===== config.mk =====
export PLATFORM = sky130hd
export DESIGN_NAME = dig_bcd_bridge_flat
export DESIGN_NICKNAME = d
export VERILOG_FILES = /design/src/rtl/dig_bcd_bridge_if.sv /design/src/rtl/dig_bcd_bridge.sv /design/src/flat_wrapper.sv
export SDC_FILE = /design/constraint.sdc
export NUM_CORES = 1
export LEC_CHECK = 0
export ABC_AREA = 1
export CORE_MARGIN = 5
export CORE_UTILIZATION = 48
export DETAILED_ROUTE_END_ITERATION = 16
export PLACE_DENSITY_LB_ADDON = 0.25
export SLEW_MARGIN = 20
export SYNTH_ARGS = -nofsm -noshare
export SYNTH_HDL_FRONTEND = slang
export SYNTH_SLANG_ARGS = --single-unit

===== constraint.sdc =====
create_clock -name clk -period 4.3 [get_ports clk]
set_input_delay 0.645 -clock clk [delete_from_list [all_inputs] [get_ports clk]]
set_output_delay 0.645 -clock clk [all_outputs]
set_load 0.1 [all_outputs]

===== src/rtl/dig_bcd_bridge_if.sv =====
// CPU-side register bus for the BCD display bridge: byte address, write strobe,
// write data and combinational read data.
interface dig_bcd_bridge_if;
  logic [31:0] addr;
  logic        wen;
  logic [31:0] wdata;
  logic [31:0] rdata;

  modport master (output addr, output wen, output wdata, input rdata);
  modport slave  (input addr, input wen, input wdata, output rdata);
endinterface


===== src/rtl/dig_bcd_bridge.sv =====
// Memory-mapped bridge to an 8-digit display: RAW words pass straight through,
// BIN words are clamped to 99_999_999 and converted to BCD by serial double-dabble.
module dig_bcd_bridge #(
  parameter logic [31:0] BASE_ADDR = 32'hFFFF_F000
) (
  input  logic                   clk,
  input  logic                   rst,
  dig_bcd_bridge_if.slave        bus,
  output logic                   out_wen,
  output logic [31:0]            out_wdata,
  output logic                   busy
);

  typedef enum logic {IDLE, CONV} state_t;

  localparam logic [31:0] RAW_ADDR  = BASE_ADDR;
  localparam logic [31:0] BIN_ADDR  = BASE_ADDR + 32'd4;
  localparam logic [31:0] STAT_ADDR = BASE_ADDR + 32'd8;
  localparam logic [31:0] BIN_MAX   = 32'd99_999_999;
  localparam logic [4:0]  LAST_ITER = 5'd26;

  state_t      state, state_nx;
  logic [31:0] bin_reg;
  logic [31:0] bcd_reg, bcd_adj, bcd_nx;
  logic [26:0] sh_reg, sh_nx;
  logic [4:0]  iter;
  logic        wr_raw, wr_bin, last_step;
  logic [31:0] clamped;

  assign wr_raw    = bus.wen && (bus.addr == RAW_ADDR);
  assign wr_bin    = bus.wen && (bus.addr == BIN_ADDR);
  assign clamped   = (bus.wdata > BIN_MAX) ? BIN_MAX : bus.wdata;
  assign busy      = (state == CONV);
  assign last_step = (state == CONV) && (iter == LAST_ITER);

  // One double-dabble step: add-3 correction per nibble, then shift {bcd, bin}.
  always_comb begin
    bcd_adj = bcd_reg;
    for (int unsigned i = 0; i < 8; i++) begin
      if (bcd_reg[4*i +: 4] >= 4'd5)
        bcd_adj[4*i +: 4] = bcd_reg[4*i +: 4] + 4'd3;
    end
    {bcd_nx, sh_nx} = {bcd_adj[30:0], sh_reg, 1'b0};
  end

  always_comb begin
    state_nx = state;
    if (wr_raw)
      state_nx = IDLE;
    else if (wr_bin)
      state_nx = CONV;
    else if (last_step)
      state_nx = IDLE;
  end

  always_ff @(posedge clk or posedge rst) begin
    if (rst)
      state <= IDLE;
    else
      state <= state_nx;
  end

  // A RAW write outranks an in-flight conversion, which is simply dropped.
  always_ff @(posedge clk or posedge rst) begin
    if (rst) begin
      out_wen   <= 1'b0;
      out_wdata <= '0;
      bin_reg   <= '0;
      bcd_reg   <= '0;
      sh_reg    <= '0;
      iter      <= '0;
    end else begin
      out_wen <= 1'b0;
      if (wr_raw) begin
        out_wdata <= bus.wdata;
        out_wen   <= 1'b1;
      end else if (wr_bin) begin
        bin_reg <= clamped;
        sh_reg  <= clamped[26:0];
        bcd_reg <= '0;
        iter    <= '0;
      end else if (state == CONV) begin
        bcd_reg <= bcd_nx;
        sh_reg  <= sh_nx;
        if (iter == LAST_ITER) begin
          out_wdata <= bcd_nx;
          out_wen   <= 1'b1;
        end else begin
          iter <= iter + 5'd1;
        end
      end
    end
  end

  always_comb begin
    bus.rdata = '0;
    if (bus.addr == RAW_ADDR)
      bus.rdata = out_wdata;
    else if (bus.addr == BIN_ADDR)
      bus.rdata = bin_reg;
    else if (bus.addr == STAT_ADDR)
      bus.rdata = {31'b0, busy};
  end

endmodule


===== src/flat_wrapper.sv =====
// flat-port wrapper written by rule: the top's interface ports become plain ports
module dig_bcd_bridge_flat 
#(
  parameter logic [31:0] BASE_ADDR = 32'hFFFF_F000
)
  (clk, rst, out_wen, out_wdata, busy, bus_addr, bus_wen, bus_wdata, bus_rdata);
  dig_bcd_bridge_if bus_i ();
  input  logic clk;
  input  logic rst;
  output logic out_wen;
  output logic [31:0] out_wdata;
  output logic busy;
  input wire logic [$bits(bus_i.addr)-1:0] bus_addr;
  input wire logic [$bits(bus_i.wen)-1:0] bus_wen;
  input wire logic [$bits(bus_i.wdata)-1:0] bus_wdata;
  output wire logic [$bits(bus_i.rdata)-1:0] bus_rdata;
  assign bus_i.addr = bus_addr;
  assign bus_i.wen = bus_wen;
  assign bus_i.wdata = bus_wdata;
  assign bus_rdata = bus_i.rdata;
  dig_bcd_bridge #(.BASE_ADDR(BASE_ADDR)) u_core (.clk(clk), .rst(rst), .bus(bus_i), .out_wen(out_wen), .out_wdata(out_wdata), .busy(busy));
endmodule

# --- After elaboration in Yosys (flattened, before gate mapping) ---
# Cells that the tools add are included.
totals:
  register_bits: 130
  latchBits: 0
  ramBits: 0
  rom_bits: 0
  output_inout_bits: 66
  word_cells: 73
  memories: 0
op_classes:
  addsub: 9
  multipliers: 0
  n_div: 0
  order_cmp: 9
  eq_ne: 6
  n_shift: 0
  mux: 30
  bitwise: 1
  reduce_logical: 11
ops:
  columns: ["operator", "count"]
  rows:
  - ["2-to-1 mux 32 bit", 9]
  - ["== test 32 bit, second input constant", 3]
  - ["2-to-1 mux 27 bit", 2]
  - ["greater-or-equal comparator 4 x 3 -> 1 bit, second input constant", 8]
  - ["> comparator 32 x 27 -> 1 bit, second input constant", 1]
  - ["adder 4 x 2 -> 4 bit, second input constant", 7]
  - ["2-to-1 mux 4 bit", 7]
  - ["2-to-1 mux 5 bit", 3]
  - ["2-to-1 mux 1 bit", 8]
  - ["AND reduction 3 bit", 2]
  - ["nonzero test 2 bit", 3]
  - ["adder 5 x 1 -> 5 bit, second input constant", 1]
  - ["== test 5 bit, second input constant", 1]
  - ["inequality test 2 x 1 -> 1 bit, second input constant", 2]
  - ["AND reduction 2 bit", 2]
  - ["adder 3 x 2 -> 3 bit, second input constant", 1]
  - ["logical AND 1 bit", 3]
  - ["2-to-1 mux 3 bit", 1]
  - ["nonzero test 3 bit", 1]
  - ["NOT 1 bit", 1]

# --- Logic depth before layout (Yosys ltp) ---
depth:
  ltp_word: 6
  ltp_mapped: 13

# --- Worst setup path before layout ---
# OpenSTA, ideal clock, no wires.
synth_timing:
  kind: "input to output"
  start: "input bus_addr[4]"
  end: "output bus_rdata[22]"
  arrival_time_ns: 3.492
  path_slack_ns: 0.163
  cell_stages: 8
  path_buffers: 1
  cell_sequence: "inv_1 nand2_1 nor2_2 nand3_1 nor2_2 nand2_1 clkbuf_1 o21ai_0"
synth_between:
  elab_chain_cells: 3
  word_cells_on_any_way: 4
  cone_classes: "eq/ne (2); mux (2)"
synth_lines:
  columns: ["element", "line", "source"]
  rows:
  - ["start: declaration", "flat_wrapper.sv:13", "input wire logic [$bits(bus_i.addr)-1:0] bus_addr;"]
  - ["== test 32 bit", "dig_bcd_bridge.sv:99", "else if (bus.addr == BIN_ADDR)"]
  - ["2-to-1 mux 32 bit", "dig_bcd_bridge.sv:99", null]
  - ["2-to-1 mux 32 bit (*)", "dig_bcd_bridge.sv:97", "if (bus.addr == RAW_ADDR)"]
  - ["end: declaration", "flat_wrapper.sv:16", "output wire logic [$bits(bus_i.rdata)-1:0] bus_rdata;"]
# Every way passes the cells marked *; elsewhere a longest branch is shown, timed or not.

# --- Final worst setup path ---
layout_timing:
  start: "input bus_addr[13]"
  end: "output bus_rdata[11]"
# The elaborated chain is that of the path after synthesis.

==> results_dict.tcl <==
set metrics [dict create \
    end_kind "output port" \
    fin_nets 1303 \
    max_freq_mhz 272 \
    ant_nets 0 \
    critPathMaxFanout 12 \
    final_cells 1442 \
    fin_crit_ns 3.68 \
    hold_buffers 0 \
    diodes 0 \
    slowest_delay_ns 0.48 \
    crit_required_ns 3.65 \
    cellPowerDensity_mw_per_mm2 294 \
    die_x_um 136 \
    final_common_cell "nand2_1" \
    postCtsSetupBuffers 0 \
    max_cap_violations 0 \
    root_buffer "clkbuf_16" \
    synthMuxAreaShare 0 \
    status "completed" \
    finalSetupViolations 0 \
    synth-simple-area-share 0.301 \
    grt.overflow.total 0 \
    arrival_ns 3.04 \
    ctsResizeCount 0 \
    drive_gt1_frac 0.0755 \
    gp_congestion 0.870 \
    drt_wl_total_mm 23.0 \
    max_slew.worst_pin.slew_ns 1.03 \
    place_inst 1410 \
    rsz0062_at_grt "no" \
    crit_buf_inv 5 \
    synth_seq_cells 130 \
    yosysWarnings 0 \
    cpMostUsedCell "nand2_1" \
    die_y_um 136 \
    drc 0 \
    antenna_found_initial 0 \
    syn_area_per_cell_um2 6.91 \
    viasPerCell 5.18 \
    n_fill_cell 1312 \
    syn_to_final_growth_pct 33.1 \
    routed-via-count 7463 \
    synth_top_family_by_area "simple AND/OR/NAND/NOR gates" \
    wl_per_cell_um 16.0 \
    hpwl_mm 16.8 \
    grt_use_total 0.255 \
    synthCells 1094 \
    clk_path_buf_depth 2 \
    cts_tree "done" \
    synth-seq-area-share 0.430 \
    grt_max_degree 79 \
    skew_ns 0.00601 \
    coreArea_mm2 0.0153 \
    clk_latency_ns 0.43 \
    min_path_type "reg2reg" \
    synth_largest_type_area_fraction 0.430 \
    syn_area_mm2 0.00756 \
    vdd_drop_max_v 0.000287 \
    worstSetupStartpointType "input pin" \
    crit_family "buffers and inverters" \
    port_buffers 132 \
    synth_adder_area_share 0.0298 \
    most-common-layout-cells "nand2_1, inv_1, dfrtp_1, clkdlybuf4s50_1, o21ai_0" \
    crit_chain "clkdlybuf4s50_1 -> nand2_1 -> nor2_1 -> nand3_1 -> nor2_1 -> nand2_1 -> buf_4 -> inv_1 -> buf_4 -> nand2_1 -> o21ai_0 -> buf_12" \
    slew_violations 0 \
    critPathKind "in2out" \
    grt_pass1_wl_mm 36.7 \
    synthXorXnorAreaFrac 0.0197 \
    dieArea_mm2 0.0184 \
    cts_htree_levels 4 \
    cts.sinks 130 \
    synth_compound_area_frac 0.102 \
    post_synth_main_area_contributors "dfrtp_1, nand2_1, inv_1" \
    p_total_mw 2.96 \
    clk_pin_slew_ns 0.06 \
    fin_tns_setup_ns 0 \
    cts_made_buffers 17 \
    firstDrtPassIters 5 \
    setup_ws_ns 0.618 \
    dp_slack_ns 0.628 \
    initial_core_util 0.494 \
    dr.first_iter.drc_count 778 \
    grt_pass1_vias 6953 \
    synth_area_leader_cell "dfrtp_1" \
    synth_nets 1179 \
    timing.slew.headroom 0.313 \
    row_count 45 \
    p_leak_nw 5.31 \
    hold_viol 0 \
    period_share 0.856 \
    crit_slowest_cell "clkdlybuf4s50_1" \
    io_pins 133 \
    synth_cell_type_count 27 \
]
area by class of cell:
| type | instances | area (um^2) | share of cell area |
|---|---|---|---|
| Clock buffer | 22 | 464 | 0.0461 |
| Clock inverter | 10 | 180 | 0.0179 |
| Multi-Input combinational cell | 740 | 3420 | 0.340 |
| Sequential cell | 130 | 3250 | 0.323 |
| Tap cell | 211 | 264 | 0.0262 |
| Timing Repair Buffer | 152 | 1820 | 0.180 |
| Inverter | 177 | 667 | 0.0662 |
layer usage:
| layer | track usage | share of wire |
|---|---|---|
| met1 | 0.350 | 0.43 |
| met2 | 0.410 | 0.49 |
| met5 | 0 | 0 |
| met4 | 0.0778 | 0.020 |
| met3 | 0.0501 | 0.060 |
tightest hold or removal path, delay by kind of cell (launching register included):
| family | cells | cell delay, ns |
|---|---|---|
| DFF | 1 | 0.34 |
| and+or+nand+nor | 2 | 0.11 |
through the flow:
stage	util	hold WS [ns]	instance area, um^2
2_1_floorplan	-	0.436	7560
3_3_place_gp	0.615	0.461	9430
3_5_place_dp	0.615	0.467	9430
4_1_cts	0.658	0.481	10100
5_1_grt	0.658	0.490	10100
6_report	0.658	0.477	10100
synthesized netlist by cell type:
| cell | n |
|---|---|
| a21oi_1 | 20 |
| a22o_1 | 7 |
| and2_1 | 11 |
| buf_1 | 1 |
| buf_2 | 27 |
| buf_4 | 1 |
| buf_6 | 2 |
| clkbuf_1 | 16 |
| dfrtp_1 | 130 |
| ha_1 | 18 |
| inv_1 | 175 |
| inv_2 | 2 |
| nand2_1 | 396 |
| nand2_2 | 1 |
| nand3_1 | 45 |
| nand3_2 | 3 |
| nand4_1 | 22 |
| nor2_1 | 75 |
| nor2_2 | 2 |
| nor2_4 | 1 |
| nor3_1 | 3 |
| o21a_1 | 1 |
| o21ai_0 | 79 |
| o21ai_1 | 32 |
| o22ai_1 | 7 |
| xnor2_1 | 1 |
| xor2_1 | 16 |
final timing paths:
check | start | end | slack, ns | cells past startpoint
max in group asynchronous | rst | u_core.bin_reg[4] | 2.75 | 3
worst max register to register | u_core.iter[0] | u_core.out_wdata[10] | 2.27 | 9
worst max-delay path | bus_addr[13] | bus_rdata[11] | 0.62 | 12
worst min-delay path | u_core.sh_reg[16] | u_core.sh_reg[16] | 0.48 | 2
worst min register to register | u_core.sh_reg[16] | u_core.sh_reg[16] | 0.48 | 2
min in group asynchronous | rst | u_core.bcd_reg[16] | 0.69 | 2
logic make-up after synthesis:
logic type / after synthesis
AO/OA/AOI/OAI: 146
XOR/XNOR: 17
adder cells (fa/ha/maj): 18
buffers and inverters: 224
flip-flops: 130
AND/OR/NAND/NOR: 559
where the power goes:
group          switching (mW)  internal, mW
logic                  0.0718        0.0641
registers        0.0000000782          1.22
clock network           0.546          1.06
total                   0.618          2.34
Power figures use the tool's default switching activity.
